## src/rtl/mem_boot_loader_pkg.sv

```systemverilog
`default_nettype none
// mem_boot_loader_pkg: shared widths, stream-format constants and FSM state type.
// Rev 1.0
package mem_boot_loader_pkg;

    localparam int DATA_W         = 18;
    localparam int ADDR_W         = 14;
    localparam int MEM_WORDS      = 11264;
    localparam int BYTES_PER_WORD = 3;
    localparam int HDR_BYTES      = 2;

    typedef enum logic [3:0] {
        ST_IDLE,
        ST_LEN_HI,
        ST_LEN_LO,
        ST_B0,
        ST_B1,
        ST_B2,
        ST_WRITE,
        ST_VERIFY,
        ST_VCMP,
        ST_CSUM,
        ST_DRAIN
    } state_t;

    // Bytes to discard after an out-of-range header, not counting the checksum byte.
    function automatic logic [8*HDR_BYTES-1:0] drain_count(input logic [8*HDR_BYTES-1:0] n);
        return n * (8*HDR_BYTES)'(BYTES_PER_WORD);
    endfunction

endpackage
`default_nettype wire

```

## src/rtl/mem_boot_word_asm.sv

```systemverilog
`default_nettype none
// mem_boot_word_asm: packs three stream bytes into one 18-bit word and keeps the payload XOR.
// Rev 1.0
module mem_boot_word_asm
    import mem_boot_loader_pkg::*;
(
    input  logic              clka,
    input  logic              reset,
    input  logic              clear,
    input  logic              take,
    input  logic [1:0]        sel,
    input  logic [7:0]        rx_byte,
    output logic [DATA_W-1:0] word,
    output logic              word_valid,
    output logic [7:0]        csum
);

    logic [1:0] hi_bits;
    logic [7:0] mid_byte;

    always_ff @(posedge clka or posedge reset) begin
        if (reset) begin
            hi_bits    <= '0;
            mid_byte   <= '0;
            word       <= '0;
            word_valid <= 1'b0;
            csum       <= '0;
        end else begin
            word_valid <= 1'b0;
            if (clear) begin
                csum <= '0;
            end else if (take) begin
                csum <= csum ^ rx_byte;
                case (sel)
                    2'd0:    hi_bits  <= rx_byte[1:0];
                    2'd1:    mid_byte <= rx_byte;
                    default: begin
                        word       <= {hi_bits, mid_byte, rx_byte};
                        word_valid <= 1'b1;
                    end
                endcase
            end
        end
    end

endmodule
`default_nettype wire

```

## src/rtl/mem_boot_loader.sv

```systemverilog
`default_nettype none
// mem_boot_loader: streams a length-prefixed, checksummed image into memory port B.
// Rev 1.0 -- MEM_BOOT_VERIFY_EN adds a read-back check after every write.
module mem_boot_loader
    import mem_boot_loader_pkg::*;
#(
    parameter int DATA      = DATA_W,
    parameter int ADDR      = ADDR_W,
    parameter int BASE_ADDR = 0,
    parameter int MEM_WORDS = mem_boot_loader_pkg::MEM_WORDS
) (
    input  logic            clka,
    input  logic            reset,
    input  logic            start,
    input  logic [7:0]      rx_byte,
    input  logic            rx_valid,
    output logic            rx_ready,
    output logic [ADDR-1:0] addrb,
    output logic [DATA-1:0] dinb,
    output logic            web,
    input  logic [DATA-1:0] doutb,
    output logic            busy,
    output logic            done,
    output logic [1:0]      err,
    output logic            cpu_hold
);

    state_t                   state, next;
    logic                     xfer;
    logic [5:0]               len_hi;
    logic [8*HDR_BYTES-1:0]   len_word;
    logic                     len_bad;
    logic [8*HDR_BYTES-1:0]   cnt;
    logic                     last_word;
    logic [ADDR-1:0]          addr;
    logic                     csum_bad;
    logic                     asm_take;
    logic [1:0]               asm_sel;
    logic [DATA-1:0]          word;
    logic                     word_valid;
    logic [7:0]               csum;

    assign rx_ready  = state inside {ST_LEN_HI, ST_LEN_LO, ST_B0, ST_B1, ST_B2, ST_CSUM, ST_DRAIN};
    assign xfer      = rx_valid && rx_ready;
    assign busy      = (state != ST_IDLE);
    assign web       = (state == ST_WRITE) && word_valid;
    assign addrb     = addr;
    assign dinb      = word;
    // Bits [15:14] of the length field are dropped here.
    assign len_word  = {2'b00, len_hi, rx_byte};
    assign len_bad   = (32'(BASE_ADDR) + 32'(len_word)) > 32'(MEM_WORDS);
    assign last_word = (cnt == (8*HDR_BYTES)'(1));
    assign csum_bad  = (rx_byte != csum);
    assign asm_take  = xfer && (state inside {ST_B0, ST_B1, ST_B2});
    assign asm_sel   = (state == ST_B0) ? 2'd0 : (state == ST_B1) ? 2'd1 : 2'd2;

    mem_boot_word_asm u_word_asm (
        .clka       (clka),
        .reset      (reset),
        .clear      ((state == ST_IDLE) && start),
        .take       (asm_take),
        .sel        (asm_sel),
        .rx_byte    (rx_byte),
        .word       (word),
        .word_valid (word_valid),
        .csum       (csum)
    );

    always_ff @(posedge clka or posedge reset) begin
        if (reset) state <= ST_IDLE;
        else       state <= next;
    end

    always_comb begin
        next = state;
        case (state)
            ST_IDLE:   if (start) next = ST_LEN_HI;
            ST_LEN_HI: if (xfer) next = ST_LEN_LO;
            ST_LEN_LO: if (xfer) next = len_bad ? ST_DRAIN :
                                        (len_word == '0) ? ST_CSUM : ST_B0;
            ST_B0:     if (xfer) next = ST_B1;
            ST_B1:     if (xfer) next = ST_B2;
            ST_B2:     if (xfer) next = ST_WRITE;
`ifdef MEM_BOOT_VERIFY_EN
            ST_WRITE:  next = ST_VERIFY;
            ST_VERIFY: next = ST_VCMP;
            ST_VCMP:   next = last_word ? ST_CSUM : ST_B0;
`else
            ST_WRITE:  next = last_word ? ST_CSUM : ST_B0;
`endif
            ST_CSUM:   if (xfer) next = ST_IDLE;
            ST_DRAIN:  if (xfer && cnt == '0) next = ST_IDLE;
            default:   next = ST_IDLE;
        endcase
    end

    always_ff @(posedge clka or posedge reset) begin
        if (reset) begin
            len_hi   <= '0;
            cnt      <= '0;
            addr     <= ADDR'(BASE_ADDR);
            done     <= 1'b0;
            err      <= 2'b00;
            cpu_hold <= 1'b1;
        end else begin
            case (state)
                ST_IDLE: if (start) begin
                    done     <= 1'b0;
                    err      <= 2'b00;
                    cpu_hold <= 1'b1;
                    addr     <= ADDR'(BASE_ADDR);
                end
                ST_LEN_HI: if (xfer) len_hi <= rx_byte[5:0];
                ST_LEN_LO: if (xfer) begin
                    if (len_bad) begin
                        err[1] <= 1'b1;
                        cnt    <= drain_count(len_word);
                    end else begin
                        cnt <= len_word;
                    end
                end
`ifdef MEM_BOOT_VERIFY_EN
                ST_VCMP: begin
                    if (doutb != word) err[0] <= 1'b1;
                    addr <= addr + ADDR'(1);
                    cnt  <= cnt - (8*HDR_BYTES)'(1);
                end
`else
                ST_WRITE: begin
                    addr <= addr + ADDR'(1);
                    cnt  <= cnt - (8*HDR_BYTES)'(1);
                end
`endif
                ST_CSUM: if (xfer) begin
                    // A read-back error may already be latched, so success needs both clean.
                    if (csum_bad) err[0] <= 1'b1;
                    done     <= !csum_bad && (err == 2'b00);
                    cpu_hold <= csum_bad || (err != 2'b00);
                end
                ST_DRAIN: if (xfer && cnt != '0) cnt <= cnt - (8*HDR_BYTES)'(1);
                default: ;
            endcase
        end
    end

`ifndef MEM_BOOT_VERIFY_EN
    logic unused_doutb;
    assign unused_doutb = ^doutb;
`endif

endmodule
`default_nettype wire

```

## config.mk

```make
export PLATFORM = sky130hd
export DESIGN_NAME = mem_boot_loader
export DESIGN_NICKNAME = d
export VERILOG_FILES = /design/src/rtl/mem_boot_loader_pkg.sv /design/src/rtl/mem_boot_word_asm.sv /design/src/rtl/mem_boot_loader.sv
export SDC_FILE = /design/constraint.sdc
export NUM_CORES = 1
export LEC_CHECK = 0
export BUFFER_PORTS_ARGS = -buffer_cell sky130_fd_sc_hd__buf_2
export CAP_MARGIN = 20
export CORE_ASPECT_RATIO = 0.9
export CORE_MARGIN = 4
export CORE_UTILIZATION = 50
export DETAILED_ROUTE_END_ITERATION = 6
export HOLD_SLACK_MARGIN = 0.05
export PLACE_DENSITY = 0.71
export SLEW_MARGIN = 40
export SYNTH_ARGS = -nofsm -noshare
export SYNTH_HDL_FRONTEND = slang
export SYNTH_HIERARCHICAL = 1
export SYNTH_SLANG_ARGS = --single-unit
```

## constraint.sdc

```tcl
create_clock -name clka -period 2.48 [get_ports clka]
set_input_delay 0.372 -clock clka [delete_from_list [all_inputs] [get_ports clka]]
set_output_delay 0.372 -clock clka [all_outputs]
set_load 0.005 [all_outputs]
```

==> reports/summary.txt <==
status = completed
1st-pass router iterations = 5
Clock transition at path regs = 0.06 ns
Final min period = 2.288 ns
crit share post-route = 92.24%
distinct cell type count after synthesis = 79
P_leak = 2.786 nW
Seq/Total Area, Yosys = 39.15%
Final Wtd Congestion = 0.8879
finished layout cell area = 5949 µm²
Syn. warnings = 6
GRT met3 Usage = 4.451%
Ports = 69
TritonCTS clock tree = built
Power Total = 6.950 mW
Clock Skews = 0.004857 ns
P_sw = 2.817 mW
Max VDD drop = 781.0 µV
DRC = 0
r2r setup slk = 0.19 ns
Synth Instances = 530
Synth Net Count = 586
asr flop ratio synth = 100.0%
die area = 12060 µm²
reg2reg start = cnt[1]
dominant cell type by area after synthesis = dfrtp_1
detailed-route vias per instance = 5.900
initial antenna violation count = 0
slew margin rel. = 65.75%
count leader, synth = dfrtp_1
ranking of synthesized cells by area = dfrtp_1 (39%), ha_1 (6.0%), mux2_4 (4.9%)
startpoint types = register
first-pass GRT wire length = 21260 µm
Clk pwr share = 17.7%
Congestion Overflow GR = 0
share of cells above drive strength 1 = 25.79%
r2r endpoint = cnt[3]
flops & latches, synth = 81
PortBufs = 50
crit path max fanout = 9
met2 Usage GRT = 34.75%
internal power = 4.133 mW
Mapped Area = 5181 µm²
Max Buffers Root-to-Sink = 2
worst skew pair latency = 0.34 ns
CP Capture Type = register
CTS root buf = clkbuf_16
main flop type after synthesis = dfrtp_1
fmax = 437.1 MHz
combinational cell fraction of total power = 48.7%
placed cell area = 5677 µm²
CP Class = reg -> reg
slowest CP cell = a211oi_4
FF-to-FF path depth = 8
core area = 9869 µm²
Buf+Inv Stages, Crit Path = 2
setup bufs post-CTS = 0
RSZ-0062 raised after global routing = no
initial DRC count = 270
die height = 104.6 µm
pin count of the biggest net entering global routing = 38
final setup vio count = 0
syn avg cell area = 9.776 µm²
H-tree Lvls = 3
TritonCTS buffer count = 9
Top Usage Layer GRT = met2
commonest cells in the netlist = dfrtp_1 (80), nand2_1 (44), o21ai_0 (37), a21oi_1 (36)
Max Cap Viol = 0
final number of hold-violating endpoints = 0
PostCTS Resize Cnt = 0
worst-path cell chain = inv_1, ha_1, nor4b_1, and4_4, a211oi_4, buf_4, o21ai_0, a22o_1
kind of cell adding the most delay to the critical path = compound AO/OA/AOI/OAI gates
FP Rows = 34
Reg power frac = 33.7%
total number of vias = 4289
drt wl/cell = 17.39 µm
Initial Utilization = 52.50%
vias in the first global route = 4243
antenna cells = 0
NumNets Final = 653
area added between synthesis and finish = 14.83%
M1 GR Usage = 30.52%
post-route antenna net violation count = 0
WL final = 12640 µm
Hold Crit Class = in -> async
CTS sink cnt = 81
Slew Limit Fails = 0
switching fraction of total power = 40.54%
worst-margin pin slew = 0.5084 ns
cts hold-fix bufs = 0
top cell type's share of synthesized area = 38.64%
CP required = 2.70 ns
All-Layer GR Usage = 21.96%
number of synthesized flops with an enable pin = 0
CP max stage delay = 0.49 ns
Post-DP HPWL = 9415 µm
Die W = 115.3 µm
Critical Path AT = 2.51 ns
PwrDens = 1168 nW/µm²
cell families (layout without fill, tap and decap cells):
family / after synthesis / after routing / share of synthesized area (%)
AO/OA/AOI/OAI: 151 / 151 / 19.51
XOR/XNOR: 18 / 18 / 3.043
buffers and inverters: 55 / 126 / 5.457
flip-flops: 81 / 81 / 39.15
adder cells (fa/ha/maj): 26 / 26 / 6.424
multiplexers: 33 / 33 / 8.379
AND/OR/NAND/NOR: 166 / 166 / 18.04
power by group through the flow:
stage | logic (mW) | registers (mW) | clock network [mW]
5_1_grt | 3.73 | 2.42 | 1.31
6_report | 3.38 | 2.34 | 1.23
4_1_cts | 3.38 | 2.33 | 1.26
2_1_floorplan | 2.55 | 2.21 | 0
3_5_place_dp | 3.36 | 2.35 | 0
3_3_place_gp | 3.25 | 2.32 | 0
worst register-to-register path: stages (launching register included):
cell and delay (ns):
dfrtp_1 0.43, inv_1 0.11, ha_1 0.19, nor4b_1 0.14, and4_4 0.22, a211oi_4 0.49, buf_4 0.26, o21ai_0 0.11
a22o_1 0.23
how the worst max path moves through the flow:
stage	start	end	slack, ns	cells after the start
2_1_floorplan	rx_byte[0]	cnt[13]	0.37	9
3_3_place_gp	rx_byte[1]	cnt[13]	0.03	10
3_5_place_dp	rx_byte[1]	cnt[13]	-0.02	10
4_1_cts	cnt[1]	cnt[3]	0.19	8
5_1_grt	cnt[1]	cnt[10]	0.05	8
6_report	cnt[1]	cnt[3]	0.19	8
layout make-up:
cell class / instances / area, µm²
Fill cell: 853 / 3920
Sequential cell: 81 / 2028
Multi-Input combinational cell: 394 / 2875
Clock buffer: 11 / 242.7
Timing Repair Buffer: 83 / 510.5
Tap cell: 126 / 157.7
Inverter: 28 / 105.1
Clock inverter: 4 / 30.03
state kept, by name (all words and copies together) (netlist names):
| register | flops |
|---|---|
| addrb | 14 |
| cnt | 16 |
| cpu_hold | 1 |
| done | 1 |
| err | 2 |
| len_hi | 6 |
| state | 4 |
| u_word_asm/csum | 8 |
| u_word_asm/hi_bits | 2 |
| u_word_asm/mid_byte | 8 |
| u_word_asm/word | 18 |
| u_word_asm/word_valid | 1 |
cells in the final DEF, fill, tap and decap left out, drive strengths merged, types with 10 or more instances in the layout:
cell    instances
xnor2          12
ha             25
a21oi          37
dfrtp          80
inv            28
nor2           28
o21ai          40
nor3           20
nand2          44
nand4          10
nand3          23
mux2           32
buf            83
clkbuf         11
metal layers:
layer,vias up,share of wire (%)
li1,2067,-
met1,2081,46
met2,126,47
met3,15,5.1
met4,0,1.5
met5,-,0
metrics by stage:
| step | setup slack [ns] | instances | TNS, ns | utilization, % | hold slack [ns] |
|---|---|---|---|---|---|
| finish | 0.1924 | 727 | 0 | 60.28 | 0.07813 |
| global route | 0.05050 | 727 | 0 | 60.28 | 0.1075 |
| CTS | 0.1934 | 727 | 0 | 60.28 | 0.1194 |
| detailed placement | -0.01992 | 712 | -0.01992 | 57.52 | 0.4577 |
| global placement | 0.02792 | 712 | 0 | 57.52 | 0.4490 |
| floorplan | 0.3720 | 530 | 0 | - | 0.4490 |
Note: power is estimated with default switching activity, not from simulation.
